**src/rtl/mult_product_stage.sv**
```systemverilog
// rtl/mult_product_stage.sv - sequential 8x8 shift-and-add multiplier filling the product buffer
//
// On a start arm-then-release handshake, reads N_WORDS operand words {a,b},
// computes each exact 16-bit product a*b over 8 shift-and-add cycles, and
// writes it to the product buffer at the same index. Then pulses done.
//
// Ports:
//   clk      rising-edge clock
//   rst      asynchronous active-low reset
//   start    run request (level arms, falling level launches the run)
//   rd_addr  operand memory address (= idx)
//   rd_data  operand word {a[15:8], b[7:0]}, combinational read
//   wr_en    product buffer write strobe, one cycle per entry
//   wr_addr  product buffer address (= idx)
//   wr_data  exact product (= acc)
//   busy     high in every state except IDLE
//   done     one-cycle pulse at end of run
module mult_product_stage #(
    parameter int N_WORDS = 16,
    parameter int AW      = 4
) (
    input  logic          clk,
    input  logic          rst,
    input  logic          start,
    output logic [AW-1:0] rd_addr,
    input  logic [15:0]   rd_data,
    output logic          wr_en,
    output logic [AW-1:0] wr_addr,
    output logic [15:0]   wr_data,
    output logic          busy,
    output logic          done
);

    localparam logic [AW-1:0] LAST_IDX = AW'(N_WORDS - 1);

    typedef enum logic [2:0] {
        IDLE,
        ARM,
        FETCH,
        MUL,
        WRITE,
        DONE
    } state_t;

    state_t        state;
    state_t        state_nxt;
    logic [AW-1:0] idx;
    logic [15:0]   a_sh;
    logic [7:0]    b_sh;
    logic [15:0]   acc;
    logic [2:0]    cnt;

    always_ff @(posedge clk or negedge rst) begin
        if (!rst) begin
            state <= IDLE;
        end else begin
            state <= state_nxt;
        end
    end

    always_comb begin
        state_nxt = state;
        wr_en     = 1'b0;
        done      = 1'b0;
        busy      = (state != IDLE);
        case (state)
            IDLE:  if (start) state_nxt = ARM;
            ARM:   if (!start) state_nxt = FETCH;
            FETCH: state_nxt = MUL;
            // cnt counts 0..7, so the eighth MUL cycle is the one with cnt==7
            MUL:   if (cnt == 3'd7) state_nxt = WRITE;
            WRITE: begin
                wr_en     = 1'b1;
                state_nxt = (idx == LAST_IDX) ? DONE : FETCH;
            end
            DONE: begin
                done      = 1'b1;
                state_nxt = IDLE;
            end
            default: state_nxt = IDLE;
        endcase
    end

    always_ff @(posedge clk or negedge rst) begin
        if (!rst) begin
            idx  <= '0;
            a_sh <= '0;
            b_sh <= '0;
            acc  <= '0;
            cnt  <= '0;
        end else begin
            case (state)
                ARM: idx <= '0;
                FETCH: begin
                    // rd_data is captured only here; later changes cannot disturb the product
                    a_sh <= {8'b0, rd_data[15:8]};
                    b_sh <= rd_data[7:0];
                    acc  <= '0;
                    cnt  <= '0;
                end
                MUL: begin
                    // a<=255 and b<=255 keep the running sum within 16 bits
                    if (b_sh[0]) acc <= acc + a_sh;
                    a_sh <= a_sh << 1;
                    b_sh <= b_sh >> 1;
                    cnt  <= cnt + 3'd1;
                end
                WRITE: if (idx != LAST_IDX) idx <= idx + 1'b1;
                default: ;
            endcase
        end
    end

    assign rd_addr = idx;
    assign wr_addr = idx;
    assign wr_data = acc;

endmodule

```
**config.mk**
```make
export PLATFORM = sky130hd
export DESIGN_NAME = mult_product_stage
export DESIGN_NICKNAME = d
export VERILOG_FILES = /design/src/rtl/mult_product_stage.sv
export SDC_FILE = /design/constraint.sdc
export NUM_CORES = 1
export LEC_CHECK = 0
export CAP_MARGIN = 20
export CORE_ASPECT_RATIO = 1.2
export CORE_UTILIZATION = 54
export CTS_CLUSTER_DIAMETER = 40
export DETAILED_ROUTE_END_ITERATION = 8
export GPL_TIMING_DRIVEN = 0
export PLACE_DENSITY = 0.8
export SLEW_MARGIN = 10
export SYNTH_ARGS = -nofsm -noshare
export SYNTH_HDL_FRONTEND = slang
export SYNTH_SLANG_ARGS = --single-unit
```
**constraint.sdc**
```tcl
create_clock -name clk -period 2.81 [get_ports clk]
set_input_delay 0.4215 -clock clk [delete_from_list [all_inputs] [get_ports clk]]
set_output_delay 0.4215 -clock clk [all_outputs]
set_load 0.03 [all_outputs]
```
## After elaboration in Yosys (flattened, before gate mapping)

Cells that the tools add are included.

| word-level totals | value |
|---|---|
| memory bits (read-only) | 0 |
| output and inout bits | 27 |
| register bits after elaboration | 50 |
| memories | 0 |
| latch bits | 0 |
| logic and storage cells | 43 |
| RAM bits | 0 |

| cells by class | value |
|---|---|
| bitwise operators | 0 |
| reductions and logical operators | 7 |
| multiply operators | 0 |
| muxes and demuxes | 14 |
| divide/modulo/power cells | 0 |
| equal/unequal tests | 13 |
| $add $sub $neg | 3 |
| magnitude comparators | 0 |
| shifts and indexed selects | 0 |

Operators with widths:

| operator | count |
|---|---|
| 16-bit case mux with 2 select lines | 2 |
| 16-bit adder | 1 |
| 16-bit two-way mux | 1 |
| 8-bit case mux with 2 select lines | 1 |
| 3-bit case mux with 5 select lines | 1 |
| 3-bit two-way mux | 4 |
| 2-bit != test, second input constant | 5 |
| 3-bit equality test, second input constant | 3 |
| 4-bit case mux with 2 select lines | 1 |
| 3-bit by 2-bit equality test with 1-bit output, second input constant | 2 |
| 3-bit case mux with 2 select lines | 1 |
| 4-bit by 1-bit adder with 4-bit output, second input constant | 1 |
| 4-bit equality test, second input constant | 1 |
| 4-bit two-way mux | 1 |
| 4-bit != test, second input constant | 1 |
| 2-bit AND reduction | 2 |
| 2-bit nonzero test | 2 |
| 3-bit by 1-bit adder with 3-bit output, second input constant | 1 |
| 3-bit by 1-bit equality test with 1-bit output, second input constant | 1 |
| 3-bit zero test | 1 |
| 3-bit AND reduction | 1 |
| 3-bit nonzero test | 1 |
| 1-bit two-way mux | 2 |

## Depth between registers and ports, before layout

| logic depth | value |
|---|---|
| depth after elaboration | 3 |
| depth in mapped cells | 10 |
| depth with buffers taken out | 10 |

## Worst setup path before layout

No wires, ideal clock.

| timing path | value |
|---|---|
| kind | reg-to-reg |
| from | reg acc[0] (netlist: wr_data[0]) |
| to | reg acc[14] (netlist: wr_data[14]) |
| arrival | 2.164 ns |
| data required time | 2.681 ns |
| stages on the path, launching flop included | 11 |
| path slack | 0.517 ns |
| path buffers | 0 |
| setup time | 0.129 ns |
| cells stage by stage | dfrtp_1 > ha_1 > inv_1 > fa_1 > nor2b_4 > o31a_1 > o31ai_2 > o221ai_1 > a21oi_1 > xor2_1 > o21ai_1 |

| between the ends | value |
|---|---|
| word-level cells in the longest chain between the ends | 3 |

RTL lines:

| element | RTL line | source |
|---|---|---|
| start: declaration | 50 | `logic [15:0] acc;` |
| start signal: assignment | 103 | `if (b_sh[0]) acc <= acc + a_sh;` |
| 16-bit adder | 103 |  |
| 16-bit two-way mux | 103 |  |
| 16-bit case mux with 2 select lines | 92 | `case (state)` |

No other way between the ends. The select of a mux whose other input is x is not followed.
A chain may end at the register's enable or synchronous reset.

## Final worst setup path

| timing path | value |
|---|---|
| from | reg state[0] |
| to | out done |

| between the ends | value |
|---|---|
| word-level cells in the longest chain between the ends | 2 |

RTL lines:

| element | RTL line | source |
|---|---|---|
| start: declaration | 45 | `state_t state;` |
| start signal: assignment | 57 | `state <= state_nxt;` |
| 3-bit equality test | 66 | `case (state)` |
| 1-bit two-way mux | 66 |  |
| end: declaration | 31 | `output logic done` |

No other way between the ends.

==> key figures <==
GRT
  – Pin count of the biggest net entering global routing: 35
  – Total GRT Usage: 0.255
  – Initial antenna violation count: 0
  – First-pass GRT wire length: 10800 um
  – Vias in the first global route: 2444
  – GR Overflow Total: 0

Flow run
  – MaxCap Viol Count: 0

Yosys
  – Syn_nets: 351
  – Main synth FF type: dfrtp_1
  – Seq/Total Area, Yosys: 0.432
  – Synth area leader: dfrtp_1
  – Netlist cell types: 43
  – Post-synth EDFFs: 0
  – Most frequent cells after synthesis: nand2_1, dfrtp_1, o21ai_0
  – Post-synth top area share: 0.432
  – Async S/R FF share, synth: 1.00
  – Yosys warns: 0
  – Synth top area cells: dfrtp_1, nand2_1, ha_1
  – Synth Area per Inst: 9.25 sq um
  – Synth Cell Area: 0.00290 sq mm
  – Most common cell in the netlist: nand2_1
  – Synth Register Bits: 50
  – Gate Count Post-Synth: 313

Outcome
  – Status: finished, final reports clean

Floorplanning
  – Io pins: 46
  – Core ar.: 0.00504 sq mm
  – Die Span X: 68.8 um
  – Die area: 0.00566 sq mm
  – Starting Density: 0.574
  – Die H: 82.2 um
  – Rows: 28

Worst setup path
  – Crit-path max FO: 10
  – Critical path endpoint category: output port
  – Crit path largest cell delay: 0.66 ns
  – Critical path class: register to output port
  – R2R depth: 10
  – Startpoint Class: register
  – Worst Path Required: 2.39 ns
  – Cells along the critical path: clkbuf_1, clkbuf_2, and2_1, clkdlybuf4s50_1
  – Arrival @ worst endpoint: 2.19 ns
  – Slowest CP cell: clkdlybuf4s50_1

Clock network
  – CTS tree: built
  – Worst-case clock buffer depth: 2
  – Clk sink count: 50
  – H-tree levels: 2
  – Clock-pin slew on the worst setup and hold paths: 0.09 ns
  – Num CTS Buffers: 5
  – Root Buffer: clkbuf_8
  – # hold bufs at CTS: 0
  – Clk_lat worst skew: 0.31 ns

Route
  – Pre-antenna DRT Iters: 4
  – DRC: 0
  – Final WL: 6470 um
  – Starting DRC count in detailed routing: 123
  – Post-route ant nets: 0
  – Vias: 2481
  – Vias/cell: 5.82
  – Wirelength per Cell: 15.2 um

STA
  – Hold Slack: 0.0308 ns
  – Setup TNS: 0 ns
  – Highest clock rate: 0.383 GHz
  – Worst Max-Slew Pin Slew: 0.621 ns
  – RSZ-0062 raised after global routing: false
  – Final hold vios: 0
  – Post-layout min period: 2.61 ns
  – Max Slew Vio Count: 0
  – Worst clock skew: 0.0152 ns
  – Final Cycle Share: 0.928
  – Setup violators final: 0
  – Rel. slew slack: 0.586

Power
  – P_leak: 0.00151 uW
  – Power per cell area: 620 mW/mm^2
  – Worst VDD drop: 0.000275 V

Place
  – Dpl hpwl: 4790 um
  – Gpl congestion: 0.869
  – IO Port Bufs: 45

Layout
  – Final #Nets: 403
  – N_diodes: 0
  – Core Util, Final: 0.702
  – Area Overhead vs Synth: 22.3%
  – Share of layout cells above drive strength 1: 0.0601

Hold path
  – Worst Hold Class: input pin to async pin
==> sequential cells by signal, indices dropped and copies added, names as in the netlist <==
signal / cells
rd_addr: 4
a_sh: 16
b_sh: 8
cnt: 3
state: 3
wr_data: 16
==> what timing repair did <==
item | in CTS | in global routing
resized for setup | 0 | 2
endpoints found under the hold margin | 0 | 0
endpoints found under the setup margin | 0 | 1
buffers inserted | 0 | 0
==> logic make-up (layout without fill, tap and decap cells) <==
family,after synthesis,after routing,synth area share
fa+ha+maj,19,19,0.0847
xor+xnor,11,11,0.0333
buf+inv,25,78,0.0385
simple gates,91,91,0.134
mux,15,15,0.0519
flops,50,50,0.432
compound gates,102,102,0.225
==> through the flow <==
step | setup slack (ns) | instances | area, sq um | total power (uW)
finish | 0.202 | 426 | 3540 | 2190
global route | 0.0228 | 426 | 3540 | 2330
CTS | 0.0547 | 427 | 3540 | 2200
detailed placement | 0.384 | 419 | 3440 | 1710
global placement | -0.135 | 418 | 3420 | 1690
floorplan | 0.517 | 313 | 2900 | 1420
==> final timing paths <==
path                       startpoint     endpoint  slack [ns]
hold reg to reg               b_sh[7]      b_sh[7]        0.49
hold / removal                    rst      a_sh[6]        0.03
min in group clk              b_sh[7]      b_sh[7]        0.49
setup reg to reg           wr_data[0]  wr_data[14]        0.41
setup / recovery             state[0]         done        0.20
max in group asynchronous         rst   rd_addr[0]        2.25
==> layout by cell type (no fill, tap or decap), drive strengths merged, types with 2 or more instances in the layout <==
cell type,instances
nand2,63
dfrtp,50
o21ai,49
clkdlybuf4s50,44
ha,18
clkbuf,17
mux2i,15
a21oi,14
nor2,11
inv,8
buf,8
a21o,7
o21a,6
xor2,6
xnor2,5
nand3,4
a211oi,4
a22o,4
o22ai,3
nor2b,3
or3,2
nand4,2
and3,2
a31oi,2
o221ai,2
a32o,2
a2111oi,2
nor3,2
o31ai,2
==> power breakdown <==
part | total [uW] | switching, uW | internal, uW | leakage [uW]
combinational | 820 | 452 | 368 | 0.000806
clock | 503 | 236 | 267 | 0.0000524
sequential | 871 | 77.4 | 793 | 0.000646
total | 2190 | 765 | 1430 | 0.00151
==> cell type report <==
| type | instances | area (sq um) |
|---|---|---|
| Multi-Input combinational cell | 238 | 1530 |
| Sequential cell | 50 | 1250 |
| Timing Repair Buffer | 46 | 465 |
| Tap cell | 60 | 75.1 |
| Fill cell | 427 | 1510 |
| Clock inverter | 1 | 30.0 |
| Clock buffer | 7 | 76.3 |
| Inverter | 8 | 30.0 |
| Buffer | 16 | 78.8 |
==> worst max-delay path, delay by kind of cell, from the launching register on <==
kind / cells / cell delay, ns
buffers and inverters: 3 / 1.37
flip-flops: 1 / 0.37
AND/OR/NAND/NOR: 1 / 0.16
==> layer usage <==
layer / track usage / up-vias / share of wire
met5: 0 / - / 0
met4: 0.0673 / 0 / 0.014
met3: 0.0453 / 8 / 0.034
met2: 0.459 / 50 / 0.52
met1: 0.308 / 1214 / 0.43
li1: - / 1209 / -
(Power assumes the default switching activity.)
